File: config.mk
export PLATFORM = sky130hd
export DESIGN_NAME = pipe_hazard_ctrl
export DESIGN_NICKNAME = d
export VERILOG_FILES = /design/src/rtl/pipe_hazard_ctrl.sv
export SDC_FILE = /design/constraint.sdc
export NUM_CORES = 1
export LEC_CHECK = 0
export ABC_AREA = 0
export BUFFER_PORTS_ARGS = -buffer_cell sky130_fd_sc_hd__buf_4
export CELL_PAD_IN_SITES_DETAIL_PLACEMENT = 2
export CELL_PAD_IN_SITES_GLOBAL_PLACEMENT = 2
export CORE_MARGIN = 1
export CORE_UTILIZATION = 30
export DETAILED_ROUTE_END_ITERATION = 8
export PLACE_DENSITY = 0.81
export SYNTH_ARGS = -nofsm -noshare
export SYNTH_HDL_FRONTEND = slang
export SYNTH_SLANG_ARGS = --single-unit
File: constraint.sdc
create_clock -name i_clk -period 5.2 [get_ports i_clk]
set_clock_uncertainty 0.1 [all_clocks]
set_input_delay 0 -clock i_clk [delete_from_list [all_inputs] [get_ports i_clk]]
set_output_delay 0 -clock i_clk [all_outputs]
set_load 0.1 [all_outputs]
File: src/rtl/pipe_hazard_ctrl.sv
// pipe_hazard_ctrl: hazard and stall controller for the 3-stage RV32I pipeline
// (IF, DE, MW). It produces operand forwarding selects, load-use stalls, branch
// flushes and pipeline-register holds. It also sequences the data-memory
// request/acknowledge handshake, with a timeout, and keeps a saturating
// stall-cycle counter.
//
// Build option: define LOAD_FWD_EN to forward load data straight from MW
// (select 10). With LOAD_FWD_EN undefined, a load hazard costs a one-cycle
// load-use stall plus a bubble into DE/MW.
module pipe_hazard_ctrl #(
   parameter int TIMEOUT = 16,
   parameter int CNT_W   = 32
) (
   input  logic             i_clk,
   input  logic             i_rstn,
   input  logic [4:0]       i_de_rs1,
   input  logic [4:0]       i_de_rs2,
   input  logic             i_de_use_rs1,
   input  logic             i_de_use_rs2,
   input  logic             i_de_br_taken,
   input  logic [4:0]       i_mw_rd,
   input  logic             i_mw_reg_wr,
   input  logic             i_mw_rd_en,
   input  logic             i_mw_wr_en,
   input  logic [1:0]       i_mw_wb_sel,
   input  logic             i_dmem_ack,
   input  logic             i_cnt_clr,
   output logic             o_stall_if,
   output logic             o_stall_de,
   output logic             o_stall_mw,
   output logic             o_flush_de,
   output logic             o_bubble_mw,
   output logic [1:0]       o_fwd_a,
   output logic [1:0]       o_fwd_b,
   output logic             o_dmem_req,
   output logic             o_bus_err,
   output logic             o_kill_mw,
   output logic [CNT_W-1:0] o_stall_cnt
);

   localparam int WAIT_W = (TIMEOUT > 2) ? $clog2(TIMEOUT) : 1;

   typedef enum logic [0:0] {
      ST_RUN      = 1'b0,
      ST_MEM_WAIT = 1'b1
   } state_t;

   state_t              r_state;
   state_t              w_state_nxt;
   logic [WAIT_W-1:0]   r_wait_cnt;
   logic [WAIT_W-1:0]   w_wait_nxt;
   logic [CNT_W-1:0]    r_stall_cnt;

   logic                w_access;
   logic                w_haz_a;
   logic                w_haz_b;
   logic [1:0]          w_fwd_a;
   logic [1:0]          w_fwd_b;
   logic                w_mem_stall;
   logic                w_req;
   logic                w_timeout;
   logic                w_luse;
   logic                w_stall_if;

   // A source hazards when DE reads a non-x0 register that MW is about to write.
   function automatic logic src_hazard(input logic use_s, input logic [4:0] rs,
                                       input logic reg_wr, input logic [4:0] rd);
      return use_s & reg_wr & (rd != 5'd0) & (rd == rs);
   endfunction

   // Map a hazard and the MW writeback source onto an operand-select code.
   function automatic logic [1:0] fwd_code(input logic haz, input logic [1:0] wb_sel);
      logic [1:0] code;
      code = 2'b00;
      if (haz) begin
         case (wb_sel)
            2'b00:   code = 2'b01;
            2'b01:   code = 2'b11;
`ifdef LOAD_FWD_EN
            2'b10:   code = 2'b10;
`else
            2'b10:   code = 2'b00;
`endif
            default: code = 2'b00;
         endcase
      end else begin
         code = 2'b00;
      end
      return code;
   endfunction

   assign w_access = i_mw_rd_en | i_mw_wr_en;
   assign w_haz_a  = src_hazard(i_de_use_rs1, i_de_rs1, i_mw_reg_wr, i_mw_rd);
   assign w_haz_b  = src_hazard(i_de_use_rs2, i_de_rs2, i_mw_reg_wr, i_mw_rd);
   assign w_fwd_a  = fwd_code(w_haz_a, i_mw_wb_sel);
   assign w_fwd_b  = fwd_code(w_haz_b, i_mw_wb_sel);

`ifdef LOAD_FWD_EN
   assign w_luse = 1'b0;
`else
   // Load data is only usable from the regfile once the load has completed;
   // the stall is taken in that completion cycle (no completion on timeout).
   logic w_load_haz;
   logic w_mem_done;
   assign w_load_haz = (w_haz_a | w_haz_b) & (i_mw_wb_sel == 2'b10);
   assign w_mem_done = (r_state == ST_RUN) ? (~w_access | i_dmem_ack) : i_dmem_ack;
   assign w_luse     = w_load_haz & w_mem_done;
`endif

   // Memory handshake next-state logic: request, wait stall and timeout detection.
   always_comb begin
      w_state_nxt = r_state;
      w_wait_nxt  = r_wait_cnt;
      w_mem_stall = 1'b0;
      w_req       = 1'b0;
      w_timeout   = 1'b0;
      case (r_state)
         ST_RUN: begin
            if (w_access) begin
               w_req = 1'b1;
               if (i_dmem_ack) begin
                  w_state_nxt = ST_RUN;
               end else begin
                  w_state_nxt = ST_MEM_WAIT;
                  w_wait_nxt  = {WAIT_W{1'b0}};
                  w_mem_stall = 1'b1;
               end
            end else begin
               w_state_nxt = ST_RUN;
            end
         end
         ST_MEM_WAIT: begin
            w_req = 1'b1;
            if (i_dmem_ack) begin
               w_state_nxt = ST_RUN;
               w_wait_nxt  = {WAIT_W{1'b0}};
            end else if (r_wait_cnt == WAIT_W'(TIMEOUT - 1)) begin
               w_timeout   = 1'b1;
               w_state_nxt = ST_RUN;
               w_wait_nxt  = {WAIT_W{1'b0}};
            end else begin
               w_wait_nxt  = r_wait_cnt + WAIT_W'(1'b1);
               w_mem_stall = 1'b1;
            end
         end
         default: begin
            w_state_nxt = ST_RUN;
            w_wait_nxt  = {WAIT_W{1'b0}};
         end
      endcase
   end

   // State and wait-counter registers.
   always_ff @(posedge i_clk or negedge i_rstn) begin
      if (!i_rstn) begin
         r_state    <= ST_RUN;
         r_wait_cnt <= {WAIT_W{1'b0}};
      end else begin
         r_state    <= w_state_nxt;
         r_wait_cnt <= w_wait_nxt;
      end
   end

   assign w_stall_if = w_mem_stall | w_luse;

   // Saturating stall-cycle counter; clear wins over increment.
   always_ff @(posedge i_clk or negedge i_rstn) begin
      if (!i_rstn) begin
         r_stall_cnt <= {CNT_W{1'b0}};
      end else if (i_cnt_clr) begin
         r_stall_cnt <= {CNT_W{1'b0}};
      end else if (w_stall_if && (r_stall_cnt != {CNT_W{1'b1}})) begin
         r_stall_cnt <= r_stall_cnt + CNT_W'(1'b1);
      end else begin
         r_stall_cnt <= r_stall_cnt;
      end
   end

   // Combinational outputs are forced low while reset is held.
   assign o_stall_if  = i_rstn & w_stall_if;
   assign o_stall_de  = i_rstn & w_stall_if;
   assign o_stall_mw  = i_rstn & w_mem_stall;
   assign o_bubble_mw = i_rstn & w_luse;
   assign o_flush_de  = i_rstn & i_de_br_taken & ~w_stall_if;
   assign o_fwd_a     = i_rstn ? w_fwd_a : 2'b00;
   assign o_fwd_b     = i_rstn ? w_fwd_b : 2'b00;
   assign o_dmem_req  = i_rstn & w_req;
   assign o_bus_err   = i_rstn & w_timeout;
   assign o_kill_mw   = i_rstn & w_timeout;
   assign o_stall_cnt = r_stall_cnt;

endmodule

Word-level counts from Yosys, hierarchy flattened

Cells that the tools add are included.

Register bits after elaboration: 37
Input port bits: 27
Output and inout bits: 44

Add/sub/neg operators: 2
Eq/ne operators: 8
Muxes and demuxes: 23
Bitwise operators: 22
Reductions and logical operators: 5

Operator list:

| operator                                                               | count |
|---|---|
| 32-bit 2-to-1 mux                                                      | 2 |
| 32-bit by 1-bit adder with 32-bit output (second input constant)       | 1 |
| 32-bit inequality test (second input constant)                         | 1 |
| 4-bit 2-to-1 mux                                                       | 4 |
| 1-bit AND                                                              | 15 |
| 5-bit equality test                                                    | 2 |
| 1-bit 2-to-1 mux                                                       | 9 |
| 2-bit 2-to-1 mux                                                       | 4 |
| 4-bit case mux with 2 select lines                                     | 1 |
| 5-bit nonzero test                                                     | 1 |
| 4-bit by 1-bit adder with 4-bit output (second input constant)         | 1 |
| 4-bit equality test (second input constant)                            | 1 |
| 2-bit inequality test (second input constant)                          | 2 |
| 1-bit OR                                                               | 4 |
| 1-bit case mux with 2 select lines                                     | 2 |
| 2-bit case mux with 2 select lines                                     | 1 |
| 1-bit NOT                                                              | 3 |
| 2-bit by 1-bit equality test with 1-bit output (second input constant) | 1 |
| 2-bit equality test (second input constant)                            | 1 |
| 2-bit zero test                                                        | 1 |
| 2-bit AND reduction                                                    | 1 |
| 2-bit nonzero test                                                     | 1 |
| 1-bit logical AND                                                      | 1 |

Depth between registers and ports, before layout

Gate-level depths: netlist (run 1).

Word-level depth: 10
Mapped depth: 9

Worst setup path before layout (run 1)

No wires, ideal clock.

Path kind: input-to-output
From: input i_mw_rd[4]
To: output o_stall_if
Arrival: 4.369 ns
Required time: 5.100 ns
Slack: 0.731 ns
Stages: 8
Cells stage by stage: xor2_1 nor4_1 and3_1 nor2b_1 nor2_1 nor3b_1 or2_1 buf_4

Cells in the longest elaborated chain, start to end: 8
Elaborated cells on any way between the ends: 12
Those cells by class: eq/ne (2); bitwise (9); reduce/logical (1)

RTL lines:

| item                   | line | source |
|---|---|---|
| from (decl)            | 21   | `input logic [4:0] i_mw_rd,` |
| 5-bit nonzero test     | 68   | `return use_s & reg_wr & (rd != 5'd0) & (rd == rs);` |
| 1-bit AND (2 in a row) | 68   |  |
| 1-bit OR *             | 105  | `assign w_load_haz = (w_haz_a \| w_haz_b) & (i_mw_wb_sel == 2'b10);` |
| 1-bit AND *            | 105  |  |
| 1-bit AND *            | 107  | `assign w_luse = w_load_haz & w_mem_done;` |
| 1-bit OR *             | 164  | `assign w_stall_if = w_mem_stall \| w_luse;` |
| 1-bit AND *            | --   |  |
| to (decl)              | 28   | `output logic o_stall_if,` |

Mark *: on every way between the ends. The rest lies on a longest branch, timed or not.

Worst setup path after layout (run 1)

From: register r_stall_cnt[21] (netlist: o_stall_cnt[21])
To: register r_stall_cnt[13] (netlist: o_stall_cnt[13])

Cells in the longest elaborated chain, start to end: 3

RTL lines:

| item                         | line | source |
|---|---|---|
| from (decl)                  | 52   | `logic [CNT_W-1:0] r_stall_cnt;` |
| from (signal assigned)       | 169  | `r_stall_cnt <= {CNT_W{1'b0}};` |
| from (signal assigned)       | 171  | `r_stall_cnt <= {CNT_W{1'b0}};` |
| from (signal assigned)       | 173  | `r_stall_cnt <= r_stall_cnt + CNT_W'(1'b1);` |
| 32-bit inequality test       | 172  | `end else if (w_stall_if && (r_stall_cnt != {CNT_W{1'b1}})) begin` |
| 1-bit logical AND            | 172  |  |
| 2-bit nonzero test (no line) | --   |  |

Every way passes these cells.
A chain may end at the register's enable or synchronous reset.

==> results by group, run 1 <==
Synth
  • Area leader, netlist: dfrtp_1
  • Syn avg cell area: 9.06 um2
  • Asr flop ratio synth: 100%
  • Top cells by area, synth: dfrtp_1, xnor2_1, nor2_1
  • Netlist cell types: 44
  • Most frequent cell after synthesis: dfrtp_1
  • Post-synth EDFFs: 0
  • Synth Cell Area: 2320 um2
  • Register area share after synthesis: 39.9%
  • Post-synth net total: 285
  • Synth warn: 0
  • Most frequent cells after synthesis: dfrtp_1, nor2_1, xnor2_1
  • Ys flop type: dfrtp_1
  • #FFs+latches synth: 37
  • Synth top area share: 39.9%
  • Post-Syn Instances: around 260

Min path
  • Hold Path Sink: o_stall_cnt[10]
  • HP Class: in2reg
  • Min-delay src: i_cnt_clr
  • Hold Path Stages: 2

Route
  • DRT iter0 DRCs: 74
  • DRC Markers: 0
  • DR vias/cell: 5.18
  • Vias: 2,197
  • Total iterations of the first detailed-routing run: 4
  • Wire length per cell: 17.2 um
  • Routed WL: 7.27 mm
  • Antenna viol nets, final: 0

Worst setup path
  • Critical R2R Capture: o_stall_cnt[13]
  • Worst-path fanout max: 14
  • Reg2Reg Depth: 7
  • R2r setup slk: between 2000 and 2500 ps
  • Startpoint types: flop
  • Crit Path Class: reg2reg
  • WP data arrival: 3180 ps
  • Crit. End Element: flop
  • Critical Path RT: 5280 ps
  • R2R Path Start: o_stall_cnt[21]

Timing
  • Worst slew margin: between 30 and 40%
  • Unrepaired setup endpoints after global routing: no
  • Worst-margin pin slew: roughly 940 ps
  • Period minus WS final: 3100 ps
  • Setup-failing EPs final: 0
  • Max Clk Rate: 323 MHz
  • Setup TNS: 0 ps
  • Fin. Hold Viols: 0
  • Slew Limit Fails: 0
  • Final Cycle Share: between 50% and 60%

Layout
  • Final Non-Filler Cells: 424
  • Finished Core Util: 41.5%
  • Post-layout nets: approximately 350
  • Diode count: 0
  • Area growth syn-to-layout: 31.8%
  • Share of cells above drive strength 1: between 20 and 30%

Floorplanning
  • Starting Density: a little under a third
  • Die area: between 8000 and 9000 um2
  • Die Y: around 90 um
  • Core area: around 7400 um2
  • Row count: 31
  • Chip width: 89.9 um
  • I/O pin count: 71

Placed design
  • DP HPWL: 5.36 mm
  • Gpl congestion: between 0.7 and 0.8
  • DP Cell Count: 414
  • Port bufs: 70

Clock network
  • CTS tree: built
  • CTS Buf Count: 5
  • Clock slew at reported path FFs: 80 ps
  • Worst skew pair latency: 290 ps
  • H-tree level count: 2
  • Root Buffer: clkbuf_8
  • Cts repair resizes: 0
  • Clock sinks: 37
  • CTS max path bufs: 2
  • Setup bufs post-CTS: 0

Pwr
  • Cell Pwr Density: 215 nW/um2
  • Maximum VDD drop: between 100 and 150 uV
  • Static Leak: 1.36 nW

Global route
  • First-pass GRT wire length: 12.5 mm
  • Initial antenna violation count: 0
  • All-layer global routing usage: 19.2%
  • GRT overflow: 0
  • Vias in the first global route: about 2,400
  • Largest net degree at the start of global routing: 44

Status
  • Outcome: complete, no violations

Job
  • Max Cap Viol: 0
-- flip-flops by register name (all words and copies together) (netlist names) --
register     count
o_stall_cnt     32
r_wait_cnt       4
r_state          1
-- final cells by class --
cell class,count,area [um2]
Clock buffer,6,82.6
Inverter,7,31.3
Tap cell,99,124
Fill cell,853,4310
Multi-Input combinational cell,200,1300
Clock inverter,2,37.5
Sequential cell,37,926
Timing Repair Buffer,73,553
-- worst max-delay path by stage --
| stage | start | end | cells past startpoint |
|---|---|---|---|
| after floorplan | i_mw_rd[4] | o_stall_if | 8 |
| after global placement | o_stall_cnt[21] | o_stall_cnt[13] | 7 |
| after detailed placement | o_stall_cnt[21] | o_stall_cnt[13] | 7 |
| after CTS | o_stall_cnt[21] | o_stall_cnt[13] | 7 |
| after global routing | o_stall_cnt[21] | o_stall_cnt[13] | 7 |
| final | o_stall_cnt[21] | o_stall_cnt[13] | 7 |
-- layout by cell type, fill, tap and decap left out, types with 5 or more instances in the layout --
master / instances
a21oi_1: 12
and3_1: 11
buf_4: 71
clkbuf_8: 6
dfrtp_1: 37
inv_1: 6
nand2_1: 16
nand3_1: 14
nand4_1: 5
nor2_1: 29
nor2b_1: 11
nor3_1: 7
nor4_1: 10
o21ai_0: 5
o31ai_1: 6
or4_1: 7
xnor2_1: 17
xor2_1: 10
-- per-layer routing --
metal,GRT usage [%],vias to the layer above,share of wire (%)
li1,-,1045,-
met1,25.0,1101,46
met2,33.4,42,50
met3,3.13,9,2.8
met4,4.17,0,1.1
met5,0,-,0
-- report_power, final --
part | internal, mW | leakage (nW) | switching [mW]
logic | 0.0317 | 0.786 | 0.0632
clock network | 0.156 | 0.0574 | 0.111
registers | 0.291 | 0.513 | 0.00485
total | 0.478 | 1.36 | 0.179
-- worst max-delay path, cell delays in order, from the launching register on --
cell      delay (ps)
dfrtp_1          450
nand3_1          290
nor3_1           280
nand4b_2         180
o32ai_2          840
or2_1            410
nor4_1           130
mux2_1           320
-- what timing repair did --
| action | CTS | global route |
|---|---|---|
| endpoints found under the setup margin | 0 | 0 |
| endpoints found under the hold margin | 39 | 0 |
| hold buffers | 2 | 0 |
-- per-stage QoR --
| stage | setup WS, ps | hold WS, ps | instance area (um2) | power, mW |
|---|---|---|---|---|
| 2_1_floorplan | 731 | -396 | 2320 | 0.357 |
| 3_3_place_gp | 2260 | -84.2 | 2920 | 0.394 |
| 3_5_place_dp | 2110 | -80.2 | 2920 | 0.396 |
| 4_1_cts | 2030 | 24.6 | 3060 | 0.665 |
| 5_1_grt | 1840 | 45.0 | 3060 | 0.687 |
| 6_report | 2100 | 22.5 | 3060 | 0.658 |
-- kinds of logic after synthesis --
group,Yosys count,share of synthesized area (%)
XOR/XNOR,27,10.2
multiplexers,5,2.37
flip-flops,37,39.9
adder cells (fa/ha/maj),2,1.08
AND/OR/NAND/NOR,129,31.8
buffers and inverters,19,3.89
AO/OA/AOI/OAI,37,10.7
Power figures use the tool's default switching activity.
==> run 2, diff against run 1 <==
- ABC_AREA: 0 -> 1
- CORE_UTILIZATION: 30 -> 28
- clock period: 5.2 -> 3.21 ns (I/O delays scaled with it)
==> run 2 against run 1 <==
Net effect: flip-flop and latch count did not move; non-clock buffer count rose by 4; power rose by 79%; core utilization fell by 4.2 points; wire length rose by 49%; maximum frequency rose by 34%; highest routed layer unchanged; sequential power rose by 65%; synthesized cell count rose by 83%; critical path depth rose by 2.
==> results by group, run 2 <==
Worst setup path
  • CP max-delay cell: dfrtp_1
  • R2r setup slk: 890 ps (-1210 ps)
  • Crit path buf inv count: 1 (+1)
  • Crit Path Class: reg2reg
  • Startpoint types: flop
  • Worst-path fanout max: 32 (+18)
  • Crit path largest cell delay: 470 ps (-370 ps)
  • Crit-path cells: ha_1 > nand3_2 > nor2_4 > nand3_2 > inv_2 > nand4_4 > nand2_4 > nand3_1 > nand2_1
  • Delay-heaviest family, CP: simple AND/OR/NAND/NOR gates
  • Crit. End Element: flop
  • Cell repeated most along the worst path: nand3_2
  • Critical Path RT: 3340 ps (-1940 ps)
  • WP data arrival: 2450 ps (-730 ps)

Synth
  • Ys flop type: dfrtp_1
  • Post-synth net total: 498 (+75%)
  • Synth top area share: 31.6% (-8.3 points)
  • Netlist cell types: 30 (-32%)
  • #FFs+latches synth: 37 (unchanged)
  • Register area share after synthesis: 31.6% (-8.3 points)
  • Post-synth EDFFs: 0 (unchanged)
  • Syn avg cell area: 6.24 um2 (-31%)
  • Most frequent cell after synthesis: nand2_1
  • Synth warn: 0 (unchanged)
  • Synth Cell Area: 2930 um2 (+26%)
  • Area leader, netlist: dfrtp_1
  • Most frequent cells after synthesis: nand2_1, nand3_1, inv_1
  • Post-Syn Instances: 469 (+83%)
  • Asr flop ratio synth: 100% (unchanged)
  • Top cells by area, synth: dfrtp_1, nand2_1, nand3_1

Timing
  • Min Hold Slack: 86.1 ps (+63.6 ps)
  • Period minus WS final: 2320 ps (-780 ps)
  • Unrepaired setup endpoints after global routing: no
  • Final Cycle Share: 72.3% (+13 points)
  • Worst slew margin: 33.9% (-3.4 points)
  • Fin. Hold Viols: 0 (unchanged)
  • Slew Limit Fails: 0 (unchanged)
  • Max Clk Rate: 431 MHz (+34%)
  • Setup-failing EPs final: 0 (unchanged)
  • Worst-margin pin slew: 990 ps (+50.3 ps)
  • Setup TNS: 0 ps (unchanged)

Job
  • Max Cap Viol: 0 (unchanged)

Route
  • Routed WL: 10.8 mm (+49%)
  • DRC Markers: 0 (unchanged)
  • Antenna viol nets, final: 0 (unchanged)
  • DRT iter0 DRCs: 106 (+43%)
  • Vias: 3,369 (+53%)
  • DR vias/cell: 5.03 (-3.0%)
  • Total iterations of the first detailed-routing run: 4 (unchanged)
  • Wire length per cell: 16.1 um (-6.0%)

Floorplanning
  • Chip width: 104 um (+16%)
  • Die area: 10,900 um2 (+34%)
  • Core area: 9950 um2 (+35%)
  • I/O pin count: 71 (unchanged)
  • Die Y: 104 um (+16%)
  • Row count: 36 (+16%)
  • Starting Density: 29.4% (-2.1 points)

Global route
  • All-layer global routing usage: 20.9% (+1.8 points)
  • GRT overflow: 0 (unchanged)
  • Vias in the first global route: 3,602 (+48%)
  • First-pass GRT wire length: 18.4 mm (+47%)
  • Largest net degree at the start of global routing: 40 (-9.1%)
  • Initial antenna violation count: 0 (unchanged)

Placed design
  • Gpl congestion: 0.802 (+10%)
  • DP HPWL: 8.07 mm (+50%)
  • Port bufs: 70 (unchanged)

Clock network
  • Cts repair resizes: 0 (unchanged)
  • Root Buffer: clkbuf_8
  • Setup bufs post-CTS: 0 (unchanged)
  • Clock slew at reported path FFs: 80 ps (about the same)
  • H-tree level count: 2 (unchanged)
  • Post-CTS Hold Buffers: 3 (+1)
  • CTS Buf Count: 5 (unchanged)
  • CTS tree: built
  • Clock sinks: 37 (unchanged)
  • Worst skew pair latency: 300 ps (about the same)
  • CTS max path bufs: 2 (unchanged)

Layout
  • Leading cell types in the layout, fill and taps excluded: nand2_1, buf_4, nand3_1
  • Share of cells above drive strength 1: 17.3% (-9.8 points)
  • Post-layout nets: 565 (+60%)
  • Area growth syn-to-layout: 26.8%
  • Diode count: 0 (unchanged)
  • Max FFs per register: 32 (unchanged)
  • Commonest non-fill, non-tap cell in the layout: nand2_1

Pwr
  • Maximum VDD drop: 114 uV (+14%)
  • Static Leak: 2.01 nW (+48%)
  • Cell Pwr Density: 317 nW/um2 (+47%)

Status
  • Outcome: complete, no violations

Min path
  • HP Class: in2reg
==> run 2: worst paths after layout <==
path                                 from         endpoint  cells after the start
min in group asynchronous          i_rstn    r_wait_cnt[1]                      2
setup reg to reg           o_stall_cnt[0]  o_stall_cnt[25]                      9
setup / recovery           o_stall_cnt[0]  o_stall_cnt[25]                      9
hold / removal                 i_mw_wr_en          r_state                      5
max in group asynchronous          i_rstn  o_stall_cnt[29]                      2
hold reg to reg             r_wait_cnt[0]    r_wait_cnt[0]                      1
==> run 2: worst min-delay path, cell delays in order <==
cell	delay [ps]
buf_4	80
inv_1	50
nand2_1	90
nand3_1	110
nand2_1	110
==> run 2: area by class of cell <==
type,instances,area [um2]
fillers,1282,6240
multi-input cells,352,1680
flip-flops and latches,37,926
repair buffers,77,586
inverters,63,236
well taps,133,166
clock buffers,7,86.3
clock inverters,1,30.0
==> run 2: logic make-up (layout without fill, tap and decap cells) <==
kind of cell / count (synthesis) / after routing / synth area share, %
AND/OR/NAND/NOR: 321 / 321 / 48.7
XOR/XNOR: 16 / 16 / 4.79
AO/OA/AOI/OAI: 13 / 13 / 2.52
buffers and inverters: 80 / 148 / 11.5
adder cells (fa/ha/maj): 2 / 2 / 0.855
flip-flops: 37 / 37 / 31.6
==> run 2: per-layer routing <==
| metal | vias to the layer above | GRT usage [%] | wire, um |
|---|---|---|---|
| met5 | - | 0 | 0 |
| met4 | 0 | 5.20 | 163 |
| met3 | 12 | 2.32 | 228 |
| met2 | 51 | 37.0 | 5410 |
| met1 | 1687 | 27.1 | 5000 |
| li1 | 1619 | - | - |
==> run 2: per-stage QoR <==
stage	instance area, um2	power, mW	std cells	util (%)	setup WS, ps
after global routing	3710	1.23	670	37.3	746
after global placement	3560	0.737	659	35.8	1060
after floorplan	2940	0.664	469	-	159
after detailed placement	3560	0.748	659	35.8	949
after CTS	3710	1.20	670	37.3	893
final	3710	1.18	670	37.3	889
==> run 2: power breakdown <==
part | switching (mW) | internal [mW] | leakage, nW
registers | 0.0119 | 0.475 | 0.513
logic | 0.189 | 0.0635 | 1.44
clock network | 0.182 | 0.254 | 0.0585
